<file path="config.mk">
export PLATFORM = sky130hd
export DESIGN_NAME = multi_hold_handler
export DESIGN_NICKNAME = d
export VERILOG_FILES = /design/src/rtl/multi_hold_handler.sv
export SDC_FILE = /design/constraint.sdc
export NUM_CORES = 1
export LEC_CHECK = 0
export CAP_MARGIN = 10
export CORE_AREA = 2 2 40 42
export DETAILED_ROUTE_END_ITERATION = 12
export DIE_AREA = 0 0 42 44
export HOLD_SLACK_MARGIN = 0.12
export PLACE_DENSITY_LB_ADDON = 0.15
export SYNTH_ARGS = -nofsm -noshare
export SYNTH_HDL_FRONTEND = slang
export SYNTH_SLANG_ARGS = --single-unit
</file>
<file path="constraint.sdc">
create_clock -name clk -period 2.9 [get_ports clk]
set_input_delay 0.725 -clock clk [delete_from_list [all_inputs] [get_ports clk]]
set_output_delay 0.725 -clock clk [all_outputs]
set_load 0.02 [all_outputs]
</file>
<file path="src/rtl/multi_hold_handler.sv">
// multi_hold_handler: NUM_SLOTS addressable hold slots with a per-piece hold budget.
// Emits registered bag_fetch / hold_swap / hold_reject pulses for the spawner.
module multi_hold_handler #(
   parameter int NUM_SLOTS = 2,
   parameter int HOLDS_PER_DROP = 1,
   parameter int TYPE_W = 3,
   parameter logic [TYPE_W-1:0] BLANK_VAL = '0,
   localparam int SEL_W = (NUM_SLOTS > 1) ? $clog2(NUM_SLOTS) : 1,
   localparam int CNT_W = $clog2(HOLDS_PER_DROP + 1)
) (
   input  logic                        clk,
   input  logic                        rst,
   input  logic                        game_start,
   input  logic                        new_tetromino,
   input  logic                        hold_input,
   input  logic [SEL_W-1:0]            slot_sel,
   input  logic [TYPE_W-1:0]           falling_type,
   output logic                        hold_valid,
   output logic [CNT_W-1:0]            holds_left,
   output logic                        bag_fetch,
   output logic                        hold_swap,
   output logic [TYPE_W-1:0]           swap_type,
   output logic                        hold_reject,
   output logic [NUM_SLOTS*TYPE_W-1:0] hold_types
);
   logic [NUM_SLOTS-1:0][TYPE_W-1:0] slots_q, slots_d;
   logic [CNT_W-1:0]  used_q, used_d;
   logic              bag_fetch_q, bag_fetch_d, hold_swap_q, hold_swap_d, hold_reject_q, hold_reject_d;
   logic [TYPE_W-1:0] swap_type_q, swap_type_d, old_type;
   logic              hit, accept;

   assign hold_valid  = used_q < CNT_W'(HOLDS_PER_DROP);
   assign holds_left  = CNT_W'(HOLDS_PER_DROP) - used_q;
   assign bag_fetch   = bag_fetch_q;
   assign hold_swap   = hold_swap_q;
   assign hold_reject = hold_reject_q;
   assign swap_type   = swap_type_q;
   assign hold_types  = slots_q;

   // Out-of-range selects simply never hit, so no slot is read or written.
   always_comb begin
      hit = 1'b0;
      old_type = BLANK_VAL;
      for (int i = 0; i < NUM_SLOTS; i++) begin
         if (slot_sel == SEL_W'(i)) begin
            hit = 1'b1;
            old_type = slots_q[i];
         end
      end
   end

   assign accept = hold_input && hold_valid && hit && falling_type != BLANK_VAL && !game_start && !new_tetromino;

   always_comb begin
      slots_d = slots_q;
      used_d = used_q;
      swap_type_d = swap_type_q;
      bag_fetch_d = 1'b0;
      hold_swap_d = 1'b0;
      hold_reject_d = hold_input && !accept && !game_start;
      if (game_start) begin
         for (int i = 0; i < NUM_SLOTS; i++) slots_d[i] = BLANK_VAL;
         used_d = '0;
         swap_type_d = BLANK_VAL;
      end else if (new_tetromino) begin
         used_d = '0;
      end else if (accept) begin
         for (int i = 0; i < NUM_SLOTS; i++)
            if (slot_sel == SEL_W'(i)) slots_d[i] = falling_type;
         used_d = used_q + CNT_W'(1);
         bag_fetch_d = old_type == BLANK_VAL;
         hold_swap_d = old_type != BLANK_VAL;
         swap_type_d = (old_type != BLANK_VAL) ? old_type : swap_type_q;
      end
   end

   always_ff @(posedge clk) begin
      if (rst) begin
         for (int i = 0; i < NUM_SLOTS; i++) slots_q[i] <= BLANK_VAL;
         used_q <= '0;
         swap_type_q <= BLANK_VAL;
         bag_fetch_q <= 1'b0;
         hold_swap_q <= 1'b0;
         hold_reject_q <= 1'b0;
      end else begin
         slots_q <= slots_d;
         used_q <= used_d;
         swap_type_q <= swap_type_d;
         bag_fetch_q <= bag_fetch_d;
         hold_swap_q <= hold_swap_d;
         hold_reject_q <= hold_reject_d;
      end
   end
endmodule

</file>
=== Word level (Yosys, flattened, before mapping) ===
Index checks and enable logic that the tools add are counted.

* Flip-flop bits (word level): 13
* Output and inout port bits: 14
* Word-level logic and storage cells: 32

* Add/sub/neg operators: 2
* Order comparisons: 1
* Muxes and demuxes: 1
* Bitwise gates (word level): 3
* Reduce and logical (&&, ||, !) cells: 18

{| class="wikitable"
|+ Operators with widths
! cell !! count
|-
| $reduce_and 3->1 || 3
|-
| $logic_and 1x1->1 || 6
|-
| $reduce_bool 3->1 || 2
|-
| $reduce_or 4->1 || 1
|-
| $logic_not 1->1 || 3
|-
| $logic_not 3->1 || 1
|-
| $mux 3 || 1
|-
| $not 1->1 || 3
|-
| $reduce_or 3->1 || 1
|-
| $reduce_or 2->1 || 1
|-
| $add 1x1->1 const B || 1
|-
| $lt 1x1->1 const B || 1
|-
| $sub 1x1->1 const A || 1
|}

=== Depth between registers and ports, before layout ===
Gate-level depths: netlist of run 1.

* Word-level depth: 8
* Depth in mapped cells: 4
* Depth with buffers taken out: 4

=== Worst setup path before layout of run 1 ===
Ideal clock, no wire load.

* Path type: input to register
* Start: input game_start
* End: register swap_type_q[0], in the netlist swap_type[0]
* Setup time: 116 ps
* Arrival time: 1678 ps
* Data required time: 2784 ps
* Setup slack: 1107 ps
* Stages on the path: 4
* Buffers on the path: 0
* Cell sequence: nor4b_4 > o31ai_2 > a211o_1 > a31o_1

* Longest elaborated chain between the ends: 4
* Elaborated cells on any way between the ends: 5
* Classes of those cells: reduce/logical: 5

{| class="wikitable"
|+ RTL lines
! item !! RTL line !! text
|-
| from (decl) || 13 || <nowiki>input logic game_start,</nowiki>
|-
| $logic_not 1->1 || 52 || <nowiki>assign accept = hold_input && hold_valid && hit && falling_type != BLANK_VAL && !game_start && !new_tetromino;</nowiki>
|-
| $logic_and 1x1->1 (2 in a row) || 52 ||
|-
| $reduce_and 3->1 (no source line) || -- ||
|-
| to (signal assigned) || 88 || <nowiki>swap_type_q <= swap_type_d;</nowiki>
|-
| to (decl) || 29 || <nowiki>logic [TYPE_W-1:0] swap_type_q, swap_type_d, old_type;</nowiki>
|}

Parallel ways exist; a longest one is shown, timed or not.
A chain may end at the register's enable or synchronous reset.

=== Worst setup path after layout of run 1 ===
* Start: input game_start
* End: register swap_type_q[1], in the netlist swap_type[1]

The elaborated chain is that of the path after synthesis.

==> results of run 1 <==
[cell type report]
class,instances,share of cell area [%]
inverter,1,0.467
clock buffer,4,3.27
sequential,13,32.4
multi-input combinational,38,33.0
timing repair buffer,23,28.3
tap,16,2.49
[sequential cells by signal (all words and copies together) (netlist names)]
name / flops
swap_type: 3
hold_swap: 1
bag_fetch: 1
hold_types: 6
used_q: 1
hold_reject: 1
[power groups by stage]
stage / Combinational, mW / Clock [mW] / Sequential (mW)
2_1_floorplan: 0.0151 / 0 / 0.187
3_3_place_gp: 0.0384 / 0 / 0.185
3_5_place_dp: 0.0380 / 0 / 0.185
4_1_cts: 0.0382 / 0.111 / 0.181
5_1_grt: 0.0407 / 0.119 / 0.181
6_report: 0.0382 / 0.108 / 0.181
[routing by layer]
layer  vias up  routed length (um)  part of all wire, %  GRT usage [%]
li1        254                   -                    -              -
met1       222                 515                   45           12.5
met2        16                 523                   46           24.4
met3         2                  88                  7.7           6.67
met4         0                  13                  1.1           5.81
met5         -                   0                    0              0
[placed cells by master, fill, tap and decap left out, types with 2 or more instances in the layout]
master / instances
clkbuf_4: 3
dfxtp_1: 13
nor3_1: 5
nand3_1: 3
nor2_1: 2
a31o_1: 3
nand2_1: 6
mux2i_1: 6
clkdlybuf4s50_1: 22
o21ai_0: 3
[worst register-to-register path: cells and delay by family, from the launching register on]
| kind | cells | cell delay, ns |
|---|---|---|
| AOI/OAI and AO/OA | 3 | 0.75 |
| and+or+nand+nor | 1 | 0.31 |
| DFF | 1 | 0.34 |
[metrics by stage]
step	power [mW]	worst slack (ns)	cell area (sq um)	hold slack, ns
floorplan	0.203	1.11	544	0.556
global placement	0.224	0.548	777	0.464
detailed placement	0.223	0.520	777	0.472
CTS	0.331	0.814	803	0.490
global route	0.341	0.754	803	0.501
finish	0.327	0.829	803	0.479
[synthesized netlist by cell type, drive strengths merged]
| cell | instances |
|---|---|
| o311ai | 1 |
| or2 | 1 |
| nor3b | 1 |
| a31o | 3 |
| nor4b | 1 |
| and3 | 1 |
| nor4 | 1 |
| nor3 | 5 |
| inv | 1 |
| nor2 | 2 |
| a21oi | 1 |
| a211o | 1 |
| nand2 | 6 |
| mux2i | 6 |
| o31ai | 1 |
| o21ai | 3 |
| dfxtp | 13 |
| buf | 1 |
| a211oi | 1 |
| clkbuf | 2 |
| nand3 | 3 |
[worst max-delay path by stage]
stage	start	to	slack, ns
5_1_grt	game_start	swap_type[2]	0.75
2_1_floorplan	game_start	swap_type[0]	1.11
3_3_place_gp	game_start	swap_type[0]	0.55
3_5_place_dp	game_start	swap_type[0]	0.52
4_1_cts	game_start	swap_type[0]	0.81
6_report	game_start	swap_type[1]	0.83
[cell families after synthesis]
group           share of synthesized area [%]
simple gates                             22.3
mux                                      11.0
flops                                    47.8
compound gates                           15.4
buf+inv                                  3.45
==> run_results.csv, run 1 <==
group,metric,value,unit
run_status,status,"complete, no violations",
die,rows,14,
yosys,mappedNetlistNets,64,
setup_path,path_buf_inv,1,
min_path,hold_depth,1,
yosys,synth_top_area_share,47.8,%
global_route,antenna_found_initial,0,
clock_network,ctsLongestPathBuffers,2,
min_path,hold_start,"swap_type[1]",
min_path,min_to,"swap_type[1]",
setup_path,timing.critical_path.cells,"clkdlybuf4s50_1 -> nor4b_4 -> o31ai_2 -> a211o_1 -> a31o_1",
setup_path,cp.required,3.07,ns
setup_path,path_max_fanout,9,
global_route,overflow,0,
setup_path,crit_family,"compound AO/OA/AOI/OAI gates",
timing,period_share,71.4,%
pwr,switching_share,22.7,%
timing,skew,0.00227,ns
timing,fin_setup_tns,0,ns
setup_path,r2r_setup_slack,1.41,ns
detailed_routing,drt_first_pass_iters,3,
final_layout,final_nets,89,
clock_network,cts_buffers,3,
global_route,grt.total_usage,13.3,%
timing,final-setup-viol-count,0,
pwr,power.internal,0.253,mW
detailed_routing,drc,0,
setup_path,crit_type,"in2reg",
pwr,power_density,408,nW/um^2
pwr,switchingPower,0.0742,mW
run,max-cap-violations,0,
timing,drv_slew,0,
timing,rsz0062_at_grt,"false",
timing,period_needed,2.07,ns
setup_path,critPathLaunchType,"primary input",
die,coreArea,1420,sq um
placed_design,io_buffers,22,
clock_network,ctsRootBufferMaster,"clkbuf_4",
detailed_routing,ant_nets,0,
setup_path,reg2regPathDepth,4,
detailed_routing,first_iter_violations,7,
setup_path,r2r_start,"used_q",
yosys,avgSynthCellArea,9.90,sq um
timing,worstMarginPinSlew,0.652,ns
die,initial_core_util,38.4,%
clock_network,cts_setup_buffers,0,
yosys,netlist_top_cells_area,"dfxtp_1, mux2i_1, a31o_1, nor3_1, nor4b_4",
pwr,pwr-share-clk,33.0,%
timing,slew_headroom,55.9,%
setup_path,cp_num_cells,5,
global_route,grt_pass1_wl,1.78,mm
global_route,first_global_vias,440,
clock_network,cts_tree,"done",
setup_path,slowest_stage,"clkdlybuf4s50_1",
setup_path,end_kind,"register",
final_layout,syn_to_final_growth,47.6,%
detailed_routing,wl_per_cell,12.0,um
final_layout,drive_gt1_share,10.1,%
pwr,pwr-share-seq,55.3,%
final_layout,diodes,0,
yosys,synth_area,544,sq um
yosys,yosysWarnings,0,
final_layout,register_area,260,sq um
final_layout,fin_cells,95,
die,die_w,42,um
die,ios,23,
yosys,ys_types,21,
yosys,yosysSeqAreaShare,47.8,%
detailed_routing,drt_wl_total,1.14,mm
yosys,synth_top_area_cell,"dfxtp_1",
yosys,ys_ff_latch,13,
clock_network,hold_buffers,0,
detailed_routing,vias_per_cell,5.20,
timing,hold_violations,0,
die,die_height,44,um
global_route,grt_max_degree,14,
final_layout,filler_cell_count,126,
clock_network,clock_latency,0.27,ns
pwr,p_leak,0.277,nW
min_path,worstHoldPathType,"reg2reg",
placed_design,placed_cells,91,
placed_design,gp_congestion,0.728,
placed_design,dp_hpwl,901,um
setup_path,worstReg2RegEnd,"swap_type[1]",
final_layout,multi_input_area,265,sq um
clock_network,clkTransAtPathRegs,0.07,ns
pwr,peakVddDrop,0.000226,V
pwr,comb_power_share,11.7,%
setup_path,cp.arrival,2.24,ns
clock_network,post_cts_resized,0,
die,fp.dieArea,1850,sq um
timing,max_freq,483,MHz
yosys,syn_inst,55,
detailed_routing,vias,494,
final_layout,final_util,56.6,%
clock_network,htree_levels,1,
clock_network,clock_sinks,13,
setup_path,cpPeakStageDelay,0.47,ns
Power figures use the tool's default switching activity.
==> inputs of run 2 (changes only) <==
--- a/config.mk
+++ b/config.mk
@@ -6,9 +6,9 @@
 export NUM_CORES = 1
 export LEC_CHECK = 0
 export CAP_MARGIN = 10
-export CORE_AREA = 2 2 40 42
+export CORE_AREA = 2 2 41 43
 export DETAILED_ROUTE_END_ITERATION = 12
-export DIE_AREA = 0 0 42 44
+export DIE_AREA = 0 0 43 45
 export HOLD_SLACK_MARGIN = 0.12
 export PLACE_DENSITY_LB_ADDON = 0.15
 export SYNTH_ARGS = -nofsm -noshare
==> constraint.sdc (replaced) <==
create_clock -name clk -period 2 [get_ports clk]
set_input_delay 0.5 -clock clk [delete_from_list [all_inputs] [get_ports clk]]
set_output_delay 0.5 -clock clk [all_outputs]
set_load 0.02 [all_outputs]
==> run 2 against run 1 <==
Effect of this change: setup slack got worse by 0.64 ns; count of clock-buffer cells in the layout fell by 1; utilization is 1.6 points higher; highest routed layer unchanged; critical path depth shrank 3; combinational power is 68% higher; global-route usage is 2.2 points higher; flip-flop and latch count unchanged; sequential power is 45% higher.
==> run_results.csv, run 2 (synthesis results as in run 1) <==
group,metric,value,unit
run_status,status,"complete, no violations",
setup_path,cp.arrival,1.31,ns
clock_network,cts_buffers,3,
setup_path,critPathLaunchType,"register",
die,initial_core_util,37.0,%
clock_network,ctsRootBufferMaster,"clkbuf_4",
detailed_routing,vias,522,
die,die_w,43,um
detailed_routing,top_layer_used,"met4",
timing,slew_headroom,72.7,%
pwr,power.internal,0.371,mW
die,fp.dieArea,1940,sq um
detailed_routing,drt_first_pass_iters,4,
placed_design,gp_congestion,0.701,
setup_path,crit_family,"buffers and inverters",
placed_design,dp_hpwl,1.02,mm
pwr,pwr-share-seq,53.8,%
final_layout,diodes,0,
detailed_routing,vias_per_cell,5.12,
die,coreArea,1470,sq um
pwr,p_leak,0.313,nW
detailed_routing,drc,0,
detailed_routing,routed-wl-met3,85,um
detailed_routing,drt_wl_total,1.29,mm
final_layout,syn_to_final_growth,57.5,%
clock_network,clock_latency,0.28,ns
global_route,antenna_found_initial,0,
pwr,pwr-share-clk,33.0,%
detailed_routing,first_iter_violations,1,
timing,layout_setup_ws,0.186,ns
timing,rsz0062_at_grt,"false",
pwr,switchingPower,0.118,mW
clock_network,clock_sinks,13,
clock_network,ctsLongestPathBuffers,2,
final_layout,final_area,857,sq um
timing,period_needed,1.81,ns
final_layout,final_nets,96,
global_route,grt_pass1_wl,2.19,mm
global_route,overflow,0,
placed_design,io_buffers,22,
detailed_routing,ant_nets,0,
clock_network,cts_setup_buffers,0,
final_layout,final_common_cell,"clkdlybuf4s50_1",
min_path,worstHoldPathType,"reg2reg",
timing,drv_slew,0,
detailed_routing,wl_met1,554,um
detailed_routing,wl_per_cell,12.6,um
placed_design,placed_cells,98,
timing,worstMarginPinSlew,0.406,ns
die,die_height,45,um
run,max-cap-violations,0,
final_layout,fin_cells,102,
placed_design,dpl_worst_slack,-0.102,ns
die,rows,14,
setup_path,crit_type,"reg2out",
pwr,comb_power_share,13.2,%
timing,skew,0.00762,ns
setup_path,slowest_stage,"clkdlybuf4s50_1",
global_route,grt.total_usage,15.5,%
global_route,grt_max_degree,13,
clock_network,cts_tree,"done",
clock_network,hold_buffers,0,
final_layout,largest_reg_flops,6,
placed_design,dpl_cell_area,830,sq um
pwr,power_density,570,nW/um^2
clock_network,htree_levels,1,
timing,period_share,90.7,%
timing,final-setup-viol-count,0,
setup_path,path_buf_inv,2,
clock_network,clkTransAtPathRegs,0.08,ns
final_layout,drive_gt1_share,18.6,%
setup_path,cpPeakStageDelay,0.61,ns
clock_network,post_cts_resized,0,
setup_path,path_max_fanout,3,
timing,hold_violations,0,
pwr,peakVddDrop,0.000557,V
global_route,first_global_vias,516,
setup_path,cp.required,1.50,ns
setup_path,timing.critical_path.cells,"inv_1 -> clkdlybuf4s50_1",
timing,max_freq,551,MHz
pwr,switching_share,24.1,%
setup_path,end_kind,"output port",
timing,holdWs,0.482,ns
die,ios,23,
final_layout,final_cell_mix,"clkdlybuf4s50_1, dfxtp_1, buf_4",
pwr,finalPower,0.488,mW
detailed_routing,wl_met2,641,um
[run 2: power groups by stage]
stage	sequential [mW]	clock [mW]	combinational [mW]
5_1_grt	0.263	0.185	0.0686
4_1_cts	0.263	0.166	0.0647
3_5_place_dp	0.269	0	0.0640
2_1_floorplan	0.272	0	0.0219
6_report	0.263	0.161	0.0642
3_3_place_gp	0.269	0	0.0635
[run 2: path summary, 6_finish.rpt]
check	start	end	slack, ns	cells past startpoint
max reg2reg	used_q	swap_type[2]	0.54	4
min reg2reg	swap_type[1]	swap_type[1]	0.48	1
min	swap_type[1]	swap_type[1]	0.48	1
max	used_q	hold_valid	0.19	2
[run 2: stage by stage]
step,TNS (ns),utilization [%]
6_report,0,58.2
5_1_grt,0,58.2
4_1_cts,0,58.2
3_5_place_dp,-0.302,56.4
3_3_place_gp,-0.154,56.4
2_1_floorplan,0,-
[run 2: final cells by class]
cell class | instances | area [sq um]
clock inverter | 1 | 5.00
tap | 16 | 20.0
multi-input combinational | 38 | 265
timing repair buffer | 30 | 280
fill | 141 | 614
clock buffer | 3 | 22.5
inverter | 1 | 3.75
sequential | 13 | 260
[run 2: per-layer routing]
metal	up-vias	track usage, %
met1	242	16.4
met5	-	0
met3	2	7.60
met4	0	6.06
li1	263	-
met2	15	26.7
